`src/rtl/riscv_pkg.sv`:
```
// Shared RV32I definitions: opcodes, funct fields, ALU/immediate enums and decode helpers.
// Optional multiply support in the core is enabled with macro RISCV_MUL_EN.
package riscv_pkg;

  localparam int unsigned XLEN = 32;

  localparam logic [6:0] OPC_LUI    = 7'b0110111;
  localparam logic [6:0] OPC_AUIPC  = 7'b0010111;
  localparam logic [6:0] OPC_JAL    = 7'b1101111;
  localparam logic [6:0] OPC_JALR   = 7'b1100111;
  localparam logic [6:0] OPC_BRANCH = 7'b1100011;
  localparam logic [6:0] OPC_LOAD   = 7'b0000011;
  localparam logic [6:0] OPC_STORE  = 7'b0100011;
  localparam logic [6:0] OPC_OP_IMM = 7'b0010011;
  localparam logic [6:0] OPC_OP     = 7'b0110011;

  localparam logic [2:0] F3_ADD  = 3'b000;
  localparam logic [2:0] F3_SLL  = 3'b001;
  localparam logic [2:0] F3_SLT  = 3'b010;
  localparam logic [2:0] F3_SLTU = 3'b011;
  localparam logic [2:0] F3_XOR  = 3'b100;
  localparam logic [2:0] F3_SR   = 3'b101;
  localparam logic [2:0] F3_OR   = 3'b110;
  localparam logic [2:0] F3_AND  = 3'b111;

  localparam logic [2:0] F3_BEQ  = 3'b000;
  localparam logic [2:0] F3_BNE  = 3'b001;
  localparam logic [2:0] F3_BLT  = 3'b100;
  localparam logic [2:0] F3_BGE  = 3'b101;
  localparam logic [2:0] F3_BLTU = 3'b110;
  localparam logic [2:0] F3_BGEU = 3'b111;

  localparam logic [6:0] F7_BASE   = 7'b0000000;
  localparam logic [6:0] F7_ALT    = 7'b0100000;
  localparam logic [6:0] F7_MULDIV = 7'b0000001;

  typedef enum logic [3:0] {
    ALU_ADD, ALU_SUB, ALU_SLL, ALU_SLT, ALU_SLTU, ALU_XOR, ALU_SRL,
    ALU_SRA, ALU_OR, ALU_AND, ALU_MUL, ALU_MULH, ALU_MULHSU, ALU_MULHU
  } alu_op_e;

  typedef enum logic [2:0] {IMM_I, IMM_S, IMM_B, IMM_U, IMM_J} imm_fmt_e;

  typedef enum logic [1:0] {WB_ALU, WB_MEM, WB_PC4} wb_sel_e;

  // Sign-extended immediate for the given encoding format (opcode bits not needed).
  function automatic logic [XLEN-1:0] gen_imm(input logic [31:7] ins, input imm_fmt_e fmt);
    case (fmt)
      IMM_S:   return {{20{ins[31]}}, ins[31:25], ins[11:7]};
      IMM_B:   return {{19{ins[31]}}, ins[31], ins[7], ins[30:25], ins[11:8], 1'b0};
      IMM_U:   return {ins[31:12], 12'b0};
      IMM_J:   return {{11{ins[31]}}, ins[31], ins[19:12], ins[20], ins[30:21], 1'b0};
      default: return {{20{ins[31]}}, ins[31:20]};
    endcase
  endfunction

  // Integer ALU op from funct3; alt selects SUB/SRA.
  function automatic alu_op_e alu_base_op(input logic [2:0] f3, input logic alt);
    case (f3)
      F3_ADD:  return alt ? ALU_SUB : ALU_ADD;
      F3_SLL:  return ALU_SLL;
      F3_SLT:  return ALU_SLT;
      F3_SLTU: return ALU_SLTU;
      F3_XOR:  return ALU_XOR;
      F3_SR:   return alt ? ALU_SRA : ALU_SRL;
      F3_OR:   return ALU_OR;
      default: return ALU_AND;
    endcase
  endfunction

endpackage

```
`src/rtl/riscv_core_pc.sv`:
```
// Program counter register with asynchronous reset to RESET_PC.
module riscv_core_pc
  import riscv_pkg::*;
#(
  parameter logic [XLEN-1:0] RESET_PC = 32'h0000_0000
) (
  input  logic            clk,
  input  logic            reset,
  input  logic [XLEN-1:0] i_next_pc,
  output logic [XLEN-1:0] o_pc
);

  logic [XLEN-1:0] pc;

  always_ff @(posedge clk or posedge reset) begin
    if (reset) pc <= RESET_PC;
    else       pc <= i_next_pc;
  end

  assign o_pc = pc;

endmodule

```
`src/rtl/riscv_core_regfile.sv`:
```
// Integer register file: two combinational read ports, one write port, x0 hardwired to zero.
module riscv_core_regfile
  import riscv_pkg::*;
#(
  parameter int unsigned REG_COUNT = 32
) (
  input  logic            clk,
  input  logic            reset,
  input  logic [4:0]      i_rs1_addr,
  input  logic [4:0]      i_rs2_addr,
  input  logic [4:0]      i_rd_addr,
  input  logic            i_rd_we,
  input  logic [XLEN-1:0] i_rd_data,
  output logic [XLEN-1:0] o_rs1_data,
  output logic [XLEN-1:0] o_rs2_data
);

  logic [XLEN-1:0] r_regs [REG_COUNT];

  always_ff @(posedge clk or posedge reset) begin
    if (reset) begin
      for (int unsigned i = 0; i < REG_COUNT; i++) r_regs[i] <= '0;
    end else if (i_rd_we && (i_rd_addr != 5'd0)) begin
      r_regs[i_rd_addr] <= i_rd_data;
    end
  end

  assign o_rs1_data = (i_rs1_addr == 5'd0) ? '0 : r_regs[i_rs1_addr];
  assign o_rs2_data = (i_rs2_addr == 5'd0) ? '0 : r_regs[i_rs2_addr];

endmodule

```
`src/rtl/riscv_core.sv`:
```
// Single-cycle RV32I core; combinational instruction memory, data memory written on clk.
// Define RISCV_MUL_EN to add MUL/MULH/MULHSU/MULHU.
module riscv_core
  import riscv_pkg::*;
#(
  parameter logic [XLEN-1:0] RESET_PC  = 32'h0000_0000,
  parameter int unsigned     REG_COUNT = 32
) (
  input  logic            clk,
  input  logic            reset,
  input  logic [XLEN-1:0] instr,
  input  logic [XLEN-1:0] mem_read_data,
  output logic [XLEN-1:0] instr_addr,
  output logic [XLEN-1:0] data_addr,
  output logic            should_read_mem,
  output logic            should_write_mem,
  output logic [XLEN-1:0] mem_write_data
);

  logic [6:0]      w_opcode;
  logic [4:0]      w_rd;
  logic [4:0]      w_rs1;
  logic [4:0]      w_rs2;
  logic [2:0]      w_funct3;
  logic [6:0]      w_funct7;
  logic [XLEN-1:0] w_pc;
  logic [XLEN-1:0] w_pc4;
  logic [XLEN-1:0] w_next_pc;
  logic [XLEN-1:0] w_rs1_data;
  logic [XLEN-1:0] w_rs2_data;
  logic [XLEN-1:0] w_imm;
  logic [XLEN-1:0] w_op_a;
  logic [XLEN-1:0] w_op_b;
  logic [XLEN-1:0] w_alu_res;
  logic [XLEN-1:0] w_rd_data;
  logic            w_reg_we;
  logic            w_a_pc;
  logic            w_a_zero;
  logic            w_b_imm;
  logic            w_is_load;
  logic            w_is_store;
  logic            w_is_branch;
  logic            w_is_jal;
  logic            w_is_jalr;
  logic            w_br_taken;
  alu_op_e         w_alu_op;
  imm_fmt_e        w_imm_fmt;
  wb_sel_e         w_wb_sel;

  assign w_opcode = instr[6:0];
  assign w_rd     = instr[11:7];
  assign w_funct3 = instr[14:12];
  assign w_rs1    = instr[19:15];
  assign w_rs2    = instr[24:20];
  assign w_funct7 = instr[31:25];

  riscv_core_pc #(.RESET_PC(RESET_PC)) pc (
    .clk       (clk),
    .reset     (reset),
    .i_next_pc (w_next_pc),
    .o_pc      (w_pc)
  );

  riscv_core_regfile #(.REG_COUNT(REG_COUNT)) u_regfile (
    .clk        (clk),
    .reset      (reset),
    .i_rs1_addr (w_rs1),
    .i_rs2_addr (w_rs2),
    .i_rd_addr  (w_rd),
    .i_rd_we    (w_reg_we),
    .i_rd_data  (w_rd_data),
    .o_rs1_data (w_rs1_data),
    .o_rs2_data (w_rs2_data)
  );

  // Decoder: anything not matched below falls through as a NOP.
  always_comb begin
    w_reg_we    = 1'b0;
    w_alu_op    = ALU_ADD;
    w_imm_fmt   = IMM_I;
    w_wb_sel    = WB_ALU;
    w_a_pc      = 1'b0;
    w_a_zero    = 1'b0;
    w_b_imm     = 1'b0;
    w_is_load   = 1'b0;
    w_is_store  = 1'b0;
    w_is_branch = 1'b0;
    w_is_jal    = 1'b0;
    w_is_jalr   = 1'b0;
    case (w_opcode)
      OPC_LUI: begin
        w_reg_we  = 1'b1;
        w_imm_fmt = IMM_U;
        w_a_zero  = 1'b1;
        w_b_imm   = 1'b1;
      end
      OPC_AUIPC: begin
        w_reg_we  = 1'b1;
        w_imm_fmt = IMM_U;
        w_a_pc    = 1'b1;
        w_b_imm   = 1'b1;
      end
      OPC_JAL: begin
        w_reg_we  = 1'b1;
        w_imm_fmt = IMM_J;
        w_wb_sel  = WB_PC4;
        w_is_jal  = 1'b1;
      end
      OPC_JALR: begin
        w_reg_we  = 1'b1;
        w_wb_sel  = WB_PC4;
        w_is_jalr = 1'b1;
      end
      OPC_BRANCH: begin
        w_imm_fmt   = IMM_B;
        w_is_branch = 1'b1;
      end
      OPC_LOAD: begin
        w_reg_we  = 1'b1;
        w_wb_sel  = WB_MEM;
        w_is_load = 1'b1;
      end
      OPC_STORE: begin
        w_imm_fmt  = IMM_S;
        w_is_store = 1'b1;
      end
      OPC_OP_IMM: begin
        w_reg_we = 1'b1;
        w_b_imm  = 1'b1;
        w_alu_op = alu_base_op(w_funct3, (w_funct3 == F3_SR) && w_funct7[5]);
      end
      OPC_OP: begin
        if (w_funct7 == F7_BASE ||
            (w_funct7 == F7_ALT && (w_funct3 == F3_ADD || w_funct3 == F3_SR))) begin
          w_reg_we = 1'b1;
          w_alu_op = alu_base_op(w_funct3, w_funct7[5]);
        end
`ifdef RISCV_MUL_EN
        else if (w_funct7 == F7_MULDIV && !w_funct3[2]) begin
          w_reg_we = 1'b1;
          case (w_funct3[1:0])
            2'b00:   w_alu_op = ALU_MUL;
            2'b01:   w_alu_op = ALU_MULH;
            2'b10:   w_alu_op = ALU_MULHSU;
            default: w_alu_op = ALU_MULHU;
          endcase
        end
`endif
      end
      default: ;
    endcase
  end

  assign w_imm  = gen_imm(instr[31:7], w_imm_fmt);
  assign w_op_a = w_a_zero ? '0 : (w_a_pc ? w_pc : w_rs1_data);
  assign w_op_b = w_b_imm ? w_imm : w_rs2_data;

`ifdef RISCV_MUL_EN
  logic            w_a_signed;
  logic            w_b_signed;
  logic [63:0]     w_prod;
  // Low 64 bits of the product of sign/zero-extended operands cover all MUL variants.
  assign w_a_signed = (w_alu_op == ALU_MULH) || (w_alu_op == ALU_MULHSU);
  assign w_b_signed = (w_alu_op == ALU_MULH);
  assign w_prod = {{32{w_a_signed & w_op_a[31]}}, w_op_a} *
                  {{32{w_b_signed & w_op_b[31]}}, w_op_b};
`endif

  always_comb begin
    w_alu_res = '0;
    case (w_alu_op)
      ALU_ADD:    w_alu_res = w_op_a + w_op_b;
      ALU_SUB:    w_alu_res = w_op_a - w_op_b;
      ALU_SLL:    w_alu_res = w_op_a << w_op_b[4:0];
      ALU_SLT:    w_alu_res = {31'b0, $signed(w_op_a) < $signed(w_op_b)};
      ALU_SLTU:   w_alu_res = {31'b0, w_op_a < w_op_b};
      ALU_XOR:    w_alu_res = w_op_a ^ w_op_b;
      ALU_SRL:    w_alu_res = w_op_a >> w_op_b[4:0];
      ALU_SRA:    w_alu_res = 32'($signed(w_op_a) >>> w_op_b[4:0]);
      ALU_OR:     w_alu_res = w_op_a | w_op_b;
      ALU_AND:    w_alu_res = w_op_a & w_op_b;
`ifdef RISCV_MUL_EN
      ALU_MUL:    w_alu_res = w_prod[31:0];
      ALU_MULH,
      ALU_MULHSU,
      ALU_MULHU:  w_alu_res = w_prod[63:32];
`endif
      default:    w_alu_res = '0;
    endcase
  end

  always_comb begin
    w_br_taken = 1'b0;
    case (w_funct3)
      F3_BEQ:  w_br_taken = (w_rs1_data == w_rs2_data);
      F3_BNE:  w_br_taken = (w_rs1_data != w_rs2_data);
      F3_BLT:  w_br_taken = ($signed(w_rs1_data) < $signed(w_rs2_data));
      F3_BGE:  w_br_taken = ($signed(w_rs1_data) >= $signed(w_rs2_data));
      F3_BLTU: w_br_taken = (w_rs1_data < w_rs2_data);
      F3_BGEU: w_br_taken = (w_rs1_data >= w_rs2_data);
      default: w_br_taken = 1'b0;
    endcase
  end

  assign w_pc4 = w_pc + 32'd4;

  always_comb begin
    w_next_pc = w_pc4;
    if (w_is_jal)                       w_next_pc = w_pc + w_imm;
    else if (w_is_jalr)                 w_next_pc = (w_rs1_data + w_imm) & ~32'd1;
    else if (w_is_branch && w_br_taken) w_next_pc = w_pc + w_imm;
  end

  always_comb begin
    case (w_wb_sel)
      WB_MEM:  w_rd_data = mem_read_data;
      WB_PC4:  w_rd_data = w_pc4;
      default: w_rd_data = w_alu_res;
    endcase
  end

  assign instr_addr       = w_pc;
  assign data_addr        = w_rs1_data + w_imm;
  assign mem_write_data   = w_rs2_data;
  assign should_read_mem  = w_is_load & ~reset;
  assign should_write_mem = w_is_store & ~reset;

endmodule

```
`config.mk`:
```
export PLATFORM = sky130hd
export DESIGN_NAME = riscv_core
export DESIGN_NICKNAME = d
export VERILOG_FILES = /design/src/rtl/riscv_pkg.sv /design/src/rtl/riscv_core_pc.sv /design/src/rtl/riscv_core_regfile.sv /design/src/rtl/riscv_core.sv
export SDC_FILE = /design/constraint.sdc
export NUM_CORES = 2
export LEC_CHECK = 0
export BUFFER_PORTS_ARGS = -buffer_cell sky130_fd_sc_hd__buf_4
export CORE_MARGIN = 2
export CORE_UTILIZATION = 45
export DETAILED_ROUTE_END_ITERATION = 10
export PLACE_DENSITY_LB_ADDON = 0.12
export SYNTH_ARGS = -nofsm -noshare
export SYNTH_HDL_FRONTEND = slang
export SYNTH_SLANG_ARGS = --single-unit
```
`constraint.sdc`:
```
create_clock -name clk -period 43.6 [get_ports clk]
set_input_delay 4.36 -clock clk [delete_from_list [all_inputs] [get_ports clk]]
set_output_delay 4.36 -clock clk [all_outputs]
set_load 0.02 [all_outputs]
```
# After elaboration in Yosys (flattened, before gate mapping)

Cells that the tools add are included.

Register bits: 1056
Bits in latches: 0
Bits in writable memories: 0
ROM bits: 0
Input bits: 66
Output and inout port bits: 98
Word-level logic and storage cells: 152
Memories: 0

Add/sub/neg operators: 5
$mul: 0
Divide/modulo/power cells: 0
Order comparisons: 10
Eq/ne operators: 34
Shift-type cells: 3
Multiplexer cells: 41
Bitwise gates (word level): 9
Reduce and logical (&&, ||, !) cells: 17

Operators by type and width:

| kind                                                             | count |
|---|---|
| 1024-bit bitwise mux                                             | 1 |
| 32-bit two-way mux                                               | 13 |
| 32-bit binary-select mux with 5-bit select                       | 2 |
| 32-bit case mux with 10 select lines                             | 1 |
| 32-bit demux with 5-bit select                                   | 1 |
| 32-bit < comparator                                              | 4 |
| 31-bit case mux with 4 select lines                              | 1 |
| 32-bit adder                                                     | 3 |
| 32-bit greater-or-equal comparator                               | 2 |
| 32-bit case mux with 2 select lines                              | 1 |
| 4-bit case mux with 7 select lines                               | 2 |
| 32-bit by 3-bit adder with 32-bit output (second input constant) | 1 |
| 32-bit bitwise AND                                               | 1 |
| 32-bit == test                                                   | 1 |
| 32-bit != test                                                   | 1 |
| 32-bit bitwise OR                                                | 1 |
| 32-bit by 5-bit << shifter with 32-bit output                    | 1 |
| 32-bit by 5-bit >> shifter with 32-bit output                    | 1 |
| 32-bit by 5-bit >>> shifter with 32-bit output                   | 1 |
| 32-bit subtractor                                                | 1 |
| 32-bit bitwise XOR                                               | 1 |
| 7-bit by 6-bit == test with 1-bit output (second input constant) | 4 |
| 7-bit == test (second input constant)                            | 3 |
| 6-bit greater-or-equal comparator (second input constant)        | 3 |
| 32 further kinds                                                 | 68 |

# Longest topological paths before layout

Depth in word-level cells: 11
Mapped depth: 29
Mapped depth without buffers: 21

# Hierarchy

Synthesis repeated with hierarchy kept, for this count alone.

Cells, all modules: 6244
Area, all modules: 71957.8 sq um

By module, submodules not included:

| module             | times used | cells an instance | area an instance (sq um) | seq. area each (sq um) |
|---|---|---|---|---|
| riscv_core_regfile | 1          | 3692              | 54732.5                  | 25624.6 |
| riscv_core         | 1          | 2519              | 16420.7                  | 0.0 |
| riscv_core_pc      | 1          | 33                | 804.5                    | 800.8 |

# Least setup slack after synthesis

OpenSTA, ideal clock, no wires.

Kind: input to output
Start point: input instr[6]
End point: output data_addr[28]
Data arrival time: 8.633 ns
Required time: 39.240 ns
Slack: 30.607 ns
Stages on the path: 19
Buffers on the path: 2
Path through: clkbuf_1 > and3b_1 > nand2_1 > buf_2 > nand2_1 > o31ai_1 > ha_1 > inv_1 > fa_1 > nor2b_1 > o21ai_0 > a21boi_0 > o21ai_0 > a21oi_1 > o21ai_0 > o21ai_0 > a221oi_1 > o21a_1 > a221oi_1

Longest elaborated chain between the ends: 6
Elaborated cells between the ends (all ways): 13
Classes of those cells: add/sub: 1; eq/ne: 9; mux: 2; reduce/logical: 1

RTL lines:

| element                                                                                                     | line              | source |
|---|---|---|
| start: declaration                                                                                          | riscv_core.sv:11  | `input logic [XLEN-1:0] instr,` |
| 7-bit by 5-bit == test with 1-bit output / 7-bit by 6-bit == test with 1-bit output (equally long branches) | riscv_core.sv:90  | `case (w_opcode)` |
| 2-bit OR reduction (no source line)                                                                         | n/a               |  |
| 3-bit case mux with 4 select lines (*)                                                                      | riscv_core.sv:90  |  |
| 3-bit == test, or another cell as far along                                                                 | riscv_pkg.sv:48   | `case (fmt)` |
| 31-bit case mux with 4 select lines (*)                                                                     | riscv_pkg.sv:48   |  |
| 32-bit adder (*)                                                                                            | riscv_core.sv:223 | `assign data_addr = w_rs1_data + w_imm;` |
| end: declaration                                                                                            | riscv_core.sv:14  | `output logic [XLEN-1:0] data_addr,` |

Mark *: on every way between the ends. The rest lies on a longest branch, timed or not.

# Worst setup path in the final report

Start point: input instr[15]
End point: output data_addr[28]

Longest elaborated chain between the ends: 6
Elaborated cells between the ends (all ways): 8
Classes of those cells: add/sub: 1; mux: 5; bitwise: 1; reduce/logical: 1

RTL lines:

| element                                               | line                     | source |
|---|---|---|
| 5-bit NOT with 6-bit output (implied by the code)     | riscv_core_regfile.sv:28 | `assign o_rs1_data = (i_rs1_addr == 5'd0) ? '0 : r_regs[i_rs1_addr];` |
| 32-bit binary-select mux with 5-bit select            | riscv_core_regfile.sv:28 |  |
| 32-bit two-way mux (implied by the code) (2 in a row) | riscv_core_regfile.sv:28 |  |
| 32-bit two-way mux                                    | riscv_core_regfile.sv:28 |  |
| 32-bit adder (*)                                      | riscv_core.sv:223        |  |

Mark *: on every way between the ends. The rest lies on a longest branch, timed or not. The select of a mux whose other input is x is not followed.

==> results summary <==
The max-capacitance violation count came out at 0. The level count of the clock H-tree came out at 3. Based on the critical path, the design can be clocked at up to 61.54 MHz. The number of design rule violations left after detail routing came out at 0. The worst hold path belongs to the class reg2reg. The number of nets still failing antenna checks after routing came out at 0.

The startpoint identified for the worst hold timing path is u_regfile.r_regs[1013]. The worst setup path is captured at an output port. The highest ir drop seen on vdd is 0.03739 mV. The power share of the clock group is 35.1%. The CTS tree is yes. Timing analysis after detailed placement gives a worst setup slack of 27480 ps. The worst hold path stage count came out at 0. The initial antenna violation count came to 10. Before antenna repair, the detailed router went through 8 iterations.

The most used flip-flop cell after synthesis is sky130_fd_sc_hd__dfrtp_1. The quantity of gates resized following cts is 0. The maximum clock insertion buffer count is 3.

The share of flip-flops with an asynchronous set or reset after synthesis is 100.0%. The final critical-path share of the clock period is 37.27%. The total CTS buffers came out at 118. The layout cell share with drive strength beyond 1 is 21.89%. Setup repair after global routing left no endpoint under its margin. The total internal power is 0.001987 W. The number of clock sinks came out at 1056. The number of instances in the synthesized netlist came out at 6774. The worst setup path is launched from an input port. The sink of the worst hold path is u_regfile.r_regs[1013]. The die extent in x is 398.2 µm.

The starting density of the core came out at 45.34%. In the layout the commonest cells are sky130_fd_sc_hd__dfrtp_1 (1056), sky130_fd_sc_hd__nand2_1 (826), sky130_fd_sc_hd__mux2i_1 (616). Fill cells in the final layout number 14300. The number of max-slew violations in the final report came out at 0. The core area came out at 154200 µm². The top fanout value on the critical path came out at 31. The storage element area is 26430 µm². Measured along the y axis, the die boundary spans 398.2 µm. The first routing iteration left 7170 violations. The synthesized-area fraction occupied by and/or/nand/nor cells came out at 8.980%. The setup skew after layout came out at 127.3 ps. The total negative slack is 0 ps. When the netlist entered floorplanning its net count stood at 7038.

The worst setup path is of the in2out kind. The combinational share of power came out at 28.4%. The synthesized-area fraction occupied by xor and xnor cells is 1.303%. After clock tree synthesis, the clock-pin slew on the worst setup and hold paths is 60 ps. Setup violations remaining at the end of the flow were counted as 0.

The switching component of the power is 0.001118 W. Data arrives at the worst endpoint at 11890 ps. At the end of routability-driven placement, the weighted congestion stood at 1.013. The sequential area share after synthesis is 37.79%. The area occupied by multi-input gates is 40730 µm². The library cell used most frequently in the layout, excluding fill and tap cells, is sky130_fd_sc_hd__dfrtp_1.

The hold-fix buffer count after cts is 0. The root buffer cell chosen for the clock tree is sky130_fd_sc_hd__clkbuf_16. The complex-gate fraction of the synthesized area came out at 15.58%. By area, the combinational part of the netlist is dominated by multiplexers.

The proportion of total power due to net switching came out at 36.01%. The reg-to-reg critical path endpoint is pc.o_pc[31]. The die covers 158600 µm². The via count of the routed design came out at 58890. The average footprint of a synthesized cell is 10.32 µm². The final critical-path required period is 16250 ps. The fraction of the core area covered by cells at the end of the flow came out at 50.02%. Across all register-to-register paths, the minimum setup slack is 35310 ps. The routed length per placed instance is 34.74 µm.

For the pin with the worst max-slew slack, the measured transition is 1449 ps. The relative slew slack is 2.787%. The register share of total power is 36.4%. The detail-routed via count per cell is 6.745. The start point of the critical path is instr[15].

The later-pin clock latency in the skew report is 810 ps. The flip-flop and latch count after synthesis is 1056. The routed wire length is 303400 µm. The final hold slack is 397.8 ps.

The worst register-to-register path begins at u_regfile.r_regs[703]. The HPWL reported at the end of detailed placement is 201700 µm. The number of global-route vias before repair is 56800. The final critical-path setup slack came out at 27350 ps. Relative to the synthesized area, the layout overhead comes to 10.31%. The cell area after synthesis came out at 69930 µm². The power density of the placed cells is 40.26 nW/µm². 164 I/O pins were placed. The number of warnings printed during yosys synthesis came out at 0. The critical path required time is 39240 ps. Buffers placed on the I/O ports in this run total 163. Row generation in the floorplan step produced 144 rows.

The mux share of post-synthesis cell area is 27.99%. Of the total synthesized cell area, the portion taken by full adders, half adders and majority gates is 3.586%. The final global-route overflow total is 0. The wire length of the first global-routing pass is 430600 µm. The overall routing resource usage came out at 37.73%. The depth of the worst register-to-register path is 20. The final count of hold timing violations was 0.

The reported leakage power is 35.59 nW. The flow ran to the end, and the final reports show no timing, DRC or antenna violations. In the final design database the tool counted 6847 nets. The number of setup buffers added after CTS is 0.

The pin count of the biggest net entering global routing is 164. The count of flip-flops with a built-in enable after synthesis is 0. The synthesized netlist contains 95 unique library cells.
## area by class of cell
type | instances | area share [%]
diodes | 6 | 0.01946
clock buffers | 174 | 4.528
clock inverters | 45 | 0.9764
inverters | 164 | 0.8175
multi-input cells | 4915 | 52.80
flip-flops and latches | 1056 | 34.26
well taps | 2044 | 3.315
repair buffers | 328 | 3.291
## power by group through the flow
| stage | clock network [W] | registers [W] | logic, W |
|---|---|---|---|
| after global routing | 0.00114 | 0.00113 | 0.000928 |
| after detailed placement | 0 | 0.00114 | 0.000857 |
| after CTS | 0.00110 | 0.00113 | 0.000860 |
| after floorplan | 0 | 0.00112 | 0.000527 |
| final | 0.00109 | 0.00113 | 0.000883 |
| after global placement | 0 | 0.00114 | 0.000855 |
## worst max path at each step
| stage | to | cells after the start |
|---|---|---|
| CTS | data_addr[28] | 21 |
| global placement | data_addr[30] | 23 |
| finish | data_addr[28] | 21 |
| global route | data_addr[28] | 21 |
| detailed placement | data_addr[28] | 21 |
| floorplan | pc.o_pc[0] | 1 |
## metrics by stage
stage	instances	power, W	cell area, µm²
2_1_floorplan	6774	0.001645	69930
3_3_place_gp	8507	0.001998	72880
3_5_place_dp	8507	0.002001	72880
4_1_cts	8726	0.003088	77130
5_1_grt	8726	0.003202	77130
6_report	8732	0.003106	77140
## metal layers
layer / wire [µm] / global-route usage [%]
met5: 52 / 0
met4: 17500 / 18.55
met3: 26900 / 6.799
met2: 133200 / 56.77
met1: 125700 / 52.48
## flip-flops by register name (all words and copies together) (netlist names)
name              cells
pc.o_pc              32
u_regfile.r_regs   1024
## cell usage after synthesis, types with 125 or more instances
cell	instances	area, µm²
sky130_fd_sc_hd__nand2_1	860	3228
sky130_fd_sc_hd__mux2i_1	617	6176
sky130_fd_sc_hd__o21ai_0	568	2843
sky130_fd_sc_hd__a22oi_1	239	1794
sky130_fd_sc_hd__buf_2	125	625.6
sky130_fd_sc_hd__mux4_2	352	7928
sky130_fd_sc_hd__dfrtp_1	1056	26430
sky130_fd_sc_hd__mux2_2	475	5349
sky130_fd_sc_hd__ha_1	194	2427
sky130_fd_sc_hd__clkbuf_1	425	1595
sky130_fd_sc_hd__nor2_1	246	923.4
sky130_fd_sc_hd__inv_1	158	593.1
sky130_fd_sc_hd__a21oi_1	276	1381
## logic make-up (layout without fill, tap and decap cells)
| family | count (synthesis) | count (layout) |
|---|---|---|
| xor+xnor | 104 | 104 |
| mux | 1449 | 1449 |
| other cells | 0 | 6 |
| simple gates | 1447 | 1447 |
| compound gates | 1717 | 1717 |
| fa+ha+maj | 198 | 198 |
| flops | 1056 | 1056 |
| buf+inv | 803 | 711 |
## critical path: stages
cell and delay, ps:
sky130_fd_sc_hd__buf_6 450, sky130_fd_sc_hd__buf_4 510, sky130_fd_sc_hd__buf_4 550, sky130_fd_sc_hd__mux4_2 570
sky130_fd_sc_hd__mux4_2 490, sky130_fd_sc_hd__o221ai_1 370, sky130_fd_sc_hd__inv_1 100, sky130_fd_sc_hd__ha_1 230
sky130_fd_sc_hd__inv_1 90, sky130_fd_sc_hd__fa_1 220, sky130_fd_sc_hd__nor2b_1 50, sky130_fd_sc_hd__o21ai_0 210
sky130_fd_sc_hd__a21boi_0 160, sky130_fd_sc_hd__o21ai_0 320, sky130_fd_sc_hd__a21oi_1 230, sky130_fd_sc_hd__o21ai_0 440
sky130_fd_sc_hd__o21ai_0 400, sky130_fd_sc_hd__a221oi_1 950, sky130_fd_sc_hd__o211ai_1 270, sky130_fd_sc_hd__a221oi_1 570
sky130_fd_sc_hd__buf_4 250
Note: power is estimated with default switching activity, not from simulation.
